===== src/rtl/ram2p_clr_pkg.sv =====
// Shared types and constants for the two-port RAM with its clear sweep.
package ram2p_clr_pkg;

    // The sweep state comes first so that the reset value reads naturally.
    typedef enum logic {
        ST_CLEAR = 1'b0,
        ST_IDLE  = 1'b1
    } state_t;

    localparam int unsigned DEF_DATA_W = 8;
    localparam int unsigned DEF_ADDR_W = 7;

    // Read-port modes for the READ_REG parameter.
    localparam int unsigned READ_ASYNC = 0;
    localparam int unsigned READ_SYNC  = 1;

endpackage


===== src/rtl/ram2p_clr_if.sv =====
// Bus bundle for ram2p_clr: write port, read port, clear request and status.
interface ram2p_clr_if
    import ram2p_clr_pkg::*;
#(
    parameter int unsigned DATA_W = DEF_DATA_W,
    parameter int unsigned ADDR_W = DEF_ADDR_W
);

    logic [DATA_W-1:0] dataIn;
    logic [ADDR_W-1:0] adr_a;
    logic              we;        // active-low write enable
    logic [ADDR_W-1:0] adr_b;
    logic              clr;
    logic [DATA_W-1:0] dataOut;
    logic              busy;
    logic              wr_drop;

    // Client side of the RAM.
    modport master (
        output dataIn, adr_a, we, adr_b, clr,
        input  dataOut, busy, wr_drop
    );

    // RAM side.
    modport slave (
        input  dataIn, adr_a, we, adr_b, clr,
        output dataOut, busy, wr_drop
    );

endinterface


===== src/rtl/ram2p_clr_seq.sv =====
// Clear sequencer: sweep FSM, address counter, status flags and the write-port mux
// that chooses between the sweep and user writes.
module ram2p_clr_seq
    import ram2p_clr_pkg::*;
#(
    parameter int unsigned       DATA_W  = DEF_DATA_W,
    parameter int unsigned       ADDR_W  = DEF_ADDR_W,
    parameter logic [DATA_W-1:0] CLR_VAL = '0
) (
    input  logic              ck,
    input  logic              rst,
    input  logic              wr_n_i,
    input  logic              clr_i,
    input  logic [ADDR_W-1:0] adr_i,
    input  logic [DATA_W-1:0] dat_i,
    output logic              busy_o,
    output logic              sweep_next_o,
    output logic              wr_drop_o,
    output logic              mem_we_o,
    output logic [ADDR_W-1:0] mem_adr_o,
    output logic [DATA_W-1:0] mem_dat_o
);

    // One extra bit so the terminal compare never depends on wrap-around.
    localparam logic [ADDR_W:0] CNT_LAST = {1'b0, {ADDR_W{1'b1}}};

    state_t          state_q;
    logic [ADDR_W:0] cnt_q;
    logic [ADDR_W:0] cnt_d;
    logic            busy_q;
    logic            wr_drop_q;

    // Counter increment used by the sweep.
    always_comb begin
        cnt_d = cnt_q + 1'b1;
    end

    // Sweep FSM with registered busy and dropped-write flags.
    always_ff @(posedge ck or posedge rst) begin
        if (rst) begin
            state_q   <= ST_CLEAR;
            cnt_q     <= '0;
            busy_q    <= 1'b1;
            wr_drop_q <= 1'b0;
        end else begin
            wr_drop_q <= 1'b0;
            unique case (state_q)
                ST_CLEAR: begin
                    cnt_q     <= cnt_d;
                    wr_drop_q <= ~wr_n_i;
                    if (cnt_q == CNT_LAST) begin
                        state_q <= ST_IDLE;
                        busy_q  <= 1'b0;
                    end
                end
                ST_IDLE: begin
                    if (clr_i) begin
                        state_q <= ST_CLEAR;
                        cnt_q   <= '0;
                        busy_q  <= 1'b1;
                    end
                end
                default: begin
                    state_q <= ST_CLEAR;
                    cnt_q   <= '0;
                    busy_q  <= 1'b1;
                end
            endcase
        end
    end

    // Whether the cycle after the coming edge is still part of a sweep; the
    // registered read path uses it to keep CLR_VAL on dataOut.
    always_comb begin
        sweep_next_o = 1'b0;
        if (state_q == ST_CLEAR) begin
            sweep_next_o = (cnt_q != CNT_LAST);
        end else begin
            sweep_next_o = clr_i;
        end
    end

    // Write-port mux: the sweep owns the array while clearing.
    always_comb begin
        mem_we_o  = ~wr_n_i;
        mem_adr_o = adr_i;
        mem_dat_o = dat_i;
        if (state_q == ST_CLEAR) begin
            mem_we_o  = 1'b1;
            mem_adr_o = cnt_q[ADDR_W-1:0];
            mem_dat_o = CLR_VAL;
        end
    end

    assign busy_o    = busy_q;
    assign wr_drop_o = wr_drop_q;

endmodule


===== src/rtl/ram2p_clr.sv =====
// Two-port RAM (write port A, read port B) with selectable async/registered read,
// optional write-to-read bypass and a built-in clear sweep.
module ram2p_clr
    import ram2p_clr_pkg::*;
#(
    parameter int unsigned       DATA_W   = DEF_DATA_W,
    parameter int unsigned       ADDR_W   = DEF_ADDR_W,
    parameter int unsigned       READ_REG = READ_ASYNC,
    parameter int unsigned       BYPASS   = 1,
    parameter logic [DATA_W-1:0] CLR_VAL  = '0
) (
    input logic       ck,
    input logic       rst,
    ram2p_clr_if.slave bus
);

    localparam int unsigned DEPTH = 2 ** ADDR_W;

    logic [DATA_W-1:0] mem [DEPTH];

    logic              busy;
    logic              sweep_next;
    logic              wr_drop;
    logic              mem_we;
    logic [ADDR_W-1:0] mem_adr;
    logic [DATA_W-1:0] mem_dat;

    logic [DATA_W-1:0] rd_q;
    logic [DATA_W-1:0] rd_d;
    logic [DATA_W-1:0] dout;

    ram2p_clr_seq #(
        .DATA_W  (DATA_W),
        .ADDR_W  (ADDR_W),
        .CLR_VAL (CLR_VAL)
    ) u_seq (
        .ck           (ck),
        .rst          (rst),
        .wr_n_i       (bus.we),
        .clr_i        (bus.clr),
        .adr_i        (bus.adr_a),
        .dat_i        (bus.dataIn),
        .busy_o       (busy),
        .sweep_next_o (sweep_next),
        .wr_drop_o    (wr_drop),
        .mem_we_o     (mem_we),
        .mem_adr_o    (mem_adr),
        .mem_dat_o    (mem_dat)
    );

    // Storage array; contents are only initialised by the sweep, never by rst.
    always_ff @(posedge ck) begin
        if (mem_we) begin
            mem[mem_adr] <= mem_dat;
        end
    end

    // Next registered read value: fill value while sweeping, optional
    // same-address forwarding, otherwise the pre-edge array contents.
    always_comb begin
        rd_d = mem[bus.adr_b];
        if (sweep_next) begin
            rd_d = CLR_VAL;
        end else if ((BYPASS != 0) && mem_we && (mem_adr == bus.adr_b)) begin
            rd_d = mem_dat;
        end
    end

    // Registered read data, cleared by reset.
    always_ff @(posedge ck or posedge rst) begin
        if (rst) begin
            rd_q <= '0;
        end else begin
            rd_q <= rd_d;
        end
    end

    // Output select between registered and combinational read.
    always_comb begin
        if (READ_REG == READ_SYNC) begin
            dout = rd_q;
        end else begin
            dout = busy ? CLR_VAL : mem[bus.adr_b];
        end
    end

    assign bus.dataOut = dout;
    assign bus.busy    = busy;
    assign bus.wr_drop = wr_drop;

endmodule

===== src/flat_wrapper.sv =====
// flat-port wrapper written by rule: the top's interface ports become plain ports
module ram2p_clr_flat import ram2p_clr_pkg::*;
#(
    parameter int unsigned       DATA_W   = DEF_DATA_W,
    parameter int unsigned       ADDR_W   = DEF_ADDR_W,
    parameter int unsigned       READ_REG = READ_ASYNC,
    parameter int unsigned       BYPASS   = 1,
    parameter logic [DATA_W-1:0] CLR_VAL  = '0
)
  (ck, rst, bus_dataIn, bus_adr_a, bus_we, bus_adr_b, bus_clr, bus_dataOut, bus_busy, bus_wr_drop);
  ram2p_clr_if #(.DATA_W(DATA_W), .ADDR_W(ADDR_W)) bus_i ();
  input logic ck;
  input logic rst;
  input wire logic [$bits(bus_i.dataIn)-1:0] bus_dataIn;
  input wire logic [$bits(bus_i.adr_a)-1:0] bus_adr_a;
  input wire logic [$bits(bus_i.we)-1:0] bus_we;
  input wire logic [$bits(bus_i.adr_b)-1:0] bus_adr_b;
  input wire logic [$bits(bus_i.clr)-1:0] bus_clr;
  output wire logic [$bits(bus_i.dataOut)-1:0] bus_dataOut;
  output wire logic [$bits(bus_i.busy)-1:0] bus_busy;
  output wire logic [$bits(bus_i.wr_drop)-1:0] bus_wr_drop;
  assign bus_i.dataIn = bus_dataIn;
  assign bus_i.adr_a = bus_adr_a;
  assign bus_i.we = bus_we;
  assign bus_i.adr_b = bus_adr_b;
  assign bus_i.clr = bus_clr;
  assign bus_dataOut = bus_i.dataOut;
  assign bus_busy = bus_i.busy;
  assign bus_wr_drop = bus_i.wr_drop;
  ram2p_clr #(.DATA_W(DATA_W), .ADDR_W(ADDR_W), .READ_REG(READ_REG), .BYPASS(BYPASS), .CLR_VAL(CLR_VAL)) u_core (.ck(ck), .rst(rst), .bus(bus_i));
endmodule

===== config.mk =====
export PLATFORM = sky130hd
export DESIGN_NAME = ram2p_clr_flat
export DESIGN_NICKNAME = d
export VERILOG_FILES = /design/src/rtl/ram2p_clr_pkg.sv /design/src/rtl/ram2p_clr_if.sv /design/src/rtl/ram2p_clr_seq.sv /design/src/rtl/ram2p_clr.sv /design/src/flat_wrapper.sv
export SDC_FILE = /design/constraint.sdc
export NUM_CORES = 1
export LEC_CHECK = 0
export ABC_CLOCK_PERIOD_IN_PS = 5900
export CAP_MARGIN = 20
export CORE_MARGIN = 8
export CORE_UTILIZATION = 40
export DETAILED_ROUTE_END_ITERATION = 10
export HOLD_SLACK_MARGIN = 0.02
export PLACE_DENSITY = 0.52
export SLEW_MARGIN = 20
export SYNTH_ARGS = -nofsm -noshare
export SYNTH_HDL_FRONTEND = slang
export SYNTH_SLANG_ARGS = --single-unit

===== constraint.sdc =====
create_clock -name ck -period 5.9 [get_ports ck]
set_input_delay 1.475 -clock ck [delete_from_list [all_inputs] [get_ports ck]]
set_output_delay 1.475 -clock ck [all_outputs]
set_load 0.02 [all_outputs]

# Word level (Yosys, flattened, before mapping)
# Memories as Yosys holds them, arrays and structs flattened.
# Index checks and enable logic that the tools add are counted.
# W data, S select, Z words.
word_totals:
  ff_bits: 11
  memories: 1
  out_inout_bits: 10
  mem_bits_rw: 1024
  wordCells: 27
  input_bits: 26
mem_list:
  columns: ["memory", "depth", "word_bits", "read_ports", "rd_ports_with_merged_regs", "write_ports", "line_no", "source"]
  rows:
  - ["u_core.mem", 128, 8, 1, 0, 1, "ram2p_clr.sv:19", "logic [DATA_W-1:0] mem [DEPTH];"]
op_classes:
  n_addsub: 1
  n_mux: 15
  n_eq_ne: 3
  n_reduce_logical: 1
  bitwise: 2
op_table:
  columns: ["op", "count"]
  rows:
  - ["$mux W8", 3]
  - ["$pmux W8 S2", 1]
  - ["$add A8 B1 Y8 const B", 1]
  - ["$eq A8 B7 Y1 const B", 1]
  - ["$mux W1", 8]
  - ["$mux W7", 1]
  - ["$ne A2 B2 Y1 const B", 2]
  - ["$pmux W1 S2", 2]
  - ["$not A1 Y1", 2]
  - ["$reduce_and A2 Y1", 1]

# Depth between registers and ports, before layout
logic_depth:
  depth_word: 4
  mapped_depth: 10
  mapped_depth_nobuf: 6

# By module
# Synthesis repeated with hierarchy kept, for this count alone.
hier_totals:
  cells_unflattened: 2078
  hier_area_um2: 40933.0
by_module_without_submodules:
  columns: ["module", "cells_per_inst", "area_per_inst_um2", "seq_area_each_um2", "n_inst"]
  rows:
  - ["ram2p_clr", 2010, 40277.4, 30749.5, 1]
  - ["ram2p_clr_seq", 68, 655.6, 276.5, 1]

# Worst setup path before layout
# Ideal clock, no wire load.
synth_path:
  path_kind: "input -> output"
  start: "input port bus_adr_b[0]"
  end: "output port bus_dataOut[5]"
  path_stages: 8
  arrival_time_ns: 3.187
  required_ns: 4.425
  path_buffers: 3
  setup_slack_ns: 1.238
  cell_sequence: "buf_6 buf_6 buf_2 mux4_2 mux2i_1 nor2_1 o31ai_1 nand3_1"
synth_between:
  elab_chain_cells: 2
synth_lines:
  columns: ["item", "line_no", "source"]
  rows:
  - ["start: declaration", "flat_wrapper.sv:17", "input wire logic [$bits(bus_i.adr_b)-1:0] bus_adr_b;"]
  - ["$mem_v2 Z128 W8", null, null]
  - ["$mux W8", "ram2p_clr.sv:83", "dout = busy ? CLR_VAL : mem[bus.adr_b];"]
  - ["end: declaration", "flat_wrapper.sv:19", "output wire logic [$bits(bus_i.dataOut)-1:0] bus_dataOut;"]
# No other way between the ends.

# Final worst setup path
layout_path:
  start: "input port bus_adr_b[5]"
  end: "output port bus_dataOut[1]"
# Same word-level chain as after synthesis.

==> qor.yml <==
status: "completed"
final_nets: 2360
fin_crit_ns: 5.75
antenna_left: 0
seqPwrFrac: 0.512
combPwrFrac: 0.090
synth_seq_area_share: 0.762
peakVddDrop_uv: 232
syn_nets: 2092
fin_crit_sh: 0.974
cp.buffers_inverters: 5
power_density_mw_per_mm2: 342
drc_errors: 0
p_leak_nw: 15.9
postSynthCellCount: 2065
grt_overflow_total: 0
drive_gt1_frac: 0.247
yosysUniqueCellTypes: 50
gp_congestion: 0.825
max_freq_mhz: 174
p_int_mw: 12.5
clk_path_buf_depth: 3
layout_common_cells: "1,024 x edfxtp_1, 212 x buf_4, 172 x mux2i_1"
avgViaCountPerCell: 5.54
start_util: 0.402
synth_top_area_cell: "edfxtp_1"
worst_ep_required_time_ns: 4.43
antenna_found_initial: 2
grt_pass1_wl_mm: 152
synth_edf_count: 1024
vias: 21000
syn_avg_cell_area_sq_um: 19.7
cp_cell_sequence: "clkdlybuf4s50_1, buf_4, nand2b_1, nor2_1, buf_4, nand3_1, nand3_1, o31ai_1, buf_4, nand3_1, clkdlybuf4s50_1"
max_slew_margin: 0.313
die_area_sq_mm: 0.112
finalSetupViolCount: 0
min_path_type: "flip-flop to flip-flop"
ys_warn_count: 0
cts.clk_slew.worst_paths_ns: 0.06
clock_latency_ns: 0.67
netlist_area_sq_mm: 0.0407
gr-usage-all-layers: 0.185
die_y_um: 335
clkPwrFrac: 0.398
worstSetupStartpointType: "primary input"
rsz0062_at_grt: "false"
dpl.hpwl_mm: 69.8
drv_cap: 0
fillers: 8585
cts_buffers: 110
slowest_delay_ns: 0.59
cts_sinks: 1035
htree_levels: 3
worstSetupEndpointType: "primary output"
drv_slew: 0
cp.arrival_ns: 4.27
ioPinCount: 36
design.core.area_sq_mm: 0.101
cts_tree: "yes"
wire_per_inst_um: 27.6
wl_mm: 105
drtPass1Iterations: 5
final_common_cell: "edfxtp_1"
power_mw: 16.3
syn2layout_area_growth_pct: 17.0
ctsHoldBuffers: 0
power.switching_mw: 3.80
cp_top_family: "buffers and inverters"
worst_pin_slew_ns: 1.03
cp_max_fo: 6
synthTopCellsByArea: "edfxtp_1 76%, mux4_2 9.5%, mux2i_1 4.2%"
root_buffer: "clkbuf_16"
num_rows: 117
die_w_um: 335
synth_seq_cells: 1035
grt_max_degree: 93
port_buffers: 35
synth_ff_type: "edfxtp_1"
drtIter0Drc: 2175
grt_pass1_vias: 21300
hold_violations: 0
fin_hold_ws_ns: 0.513
p_sw_frac: 0.233
timing_worst_setup_path_type: "primary input to primary output"
skew_ns: 0.0240
critPathSlowestCell: "clkdlybuf4s50_1"
async_flop_share: 0.0106
synth_top_area_share: 0.755
-- state kept, by name, summed over array words and instances (netlist names) --
register and flops:
u_core.u_seq.busy_o 1, u_core.u_seq.wr_drop_o 1, u_core.u_seq.cnt_q 8, u_core.mem 1024, u_core.u_seq.state_q 1
-- Yosys cell counts, drive strengths merged (10+ instances only) --
master  number
nand2       57
o22a        10
nand3       61
edfxtp    1024
buf         77
a31oi       20
mux2i      172
a21oi       10
a22oi       89
o221ai      10
and2        13
dfrtp       10
nor3        15
mux2        21
nor2       152
mux4       182
clkbuf      32
nand2b      10
o21ai       20
-- what timing repair did --
item | 4_1_cts | 5_1_grt
setup buffers | 0 | 0
gates cloned | 0 | 0
resized for setup | 9 | 9
endpoints found under the setup margin | 5 | 5
pin swaps | 0 | 0
-- metal layers --
metal | wire (um) | track usage | vias to the layer above | share of wire
met1 | 46900 | 0.268 | 11100 | 0.45
li1 | - | - | 9066 | -
met5 | 0 | 0 | - | 0
met2 | 49200 | 0.291 | 644 | 0.47
met4 | 2440 | 0.0449 | 0 | 0.023
met3 | 6010 | 0.0324 | 146 | 0.057
-- path summary, 6_finish.rpt --
kind	startpoint	endpoint	slack (ns)	depth (start not counted)
max reg2reg	u_core.u_seq.state_q$_DFF_PP0_	u_core.mem[46][1]$_DFFE_PP_	2.46	5
max in group asynchronous	rst	u_core.u_seq.busy_o$_DFFE_PP1P_	4.44	2
min	u_core.u_seq.cnt_q[7]$_DFFE_PP0P_	u_core.u_seq.cnt_q[7]$_DFFE_PP0P_	0.51	1
min reg2reg	u_core.u_seq.cnt_q[7]$_DFFE_PP0P_	u_core.u_seq.cnt_q[7]$_DFFE_PP0P_	0.51	1
max	bus_adr_b[5]	bus_dataOut[1]	0.15	11
min in group asynchronous	rst	u_core.u_seq.wr_drop_o$_DFF_PP0_	1.11	2
-- power groups by stage --
stage	registers, mW	logic (mW)	clock network, mW
detailed placement	8.50	1.46	0
global route	8.36	1.54	6.87
floorplan	8.45	0.770	0
CTS	8.35	1.47	6.61
global placement	8.49	1.45	0
finish	8.35	1.47	6.48
-- kinds of logic after synthesis --
group | after synthesis | share of synthesized area
AO/OA/AOI/OAI | 189 | 0.0336
multiplexers | 375 | 0.150
flip-flops | 1035 | 0.762
adder cells (fa/ha/maj) | 1 | 0.000307
XOR/XNOR | 1 | 0.000215
AND/OR/NAND/NOR | 346 | 0.0385
buffers and inverters | 118 | 0.0154
-- worst register-to-register path, stage by stage, from the launching register on --
cell and delay [ns]:
dfrtp_1 0.32, buf_4 0.34, mux2i_1 0.62, nand3_1 0.62
buf_4 0.41, nor2_1 0.76
-- layout make-up --
cell class / instances / area (sq um) / share of cell area
inverter: 9 / 33.8 / 0.000709
sequential: 1035 / 31000 / 0.651
multi-input combinational: 912 / 9150 / 0.192
antenna: 1 / 2.50 / 0.0000525
tap: 1368 / 1710 / 0.0359
clock inverter: 64 / 512 / 0.0107
timing repair buffer: 265 / 2350 / 0.0494
clock buffer: 132 / 2860 / 0.0600
-- metrics by stage --
step	utilization	instance area, sq um	setup TNS (ns)	setup WS, ns	cells
after CTS	0.470	47600	0	0.00783	3785
after detailed placement	0.436	44200	-1.08	-0.358	3589
final	0.470	47600	0	0.152	3786
after global routing	0.470	47600	0	0.00721	3785
after floorplan	-	40700	0	1.24	2065
after global placement	0.436	44200	-0.993	-0.326	3589
Power figures use the tool's default switching activity.
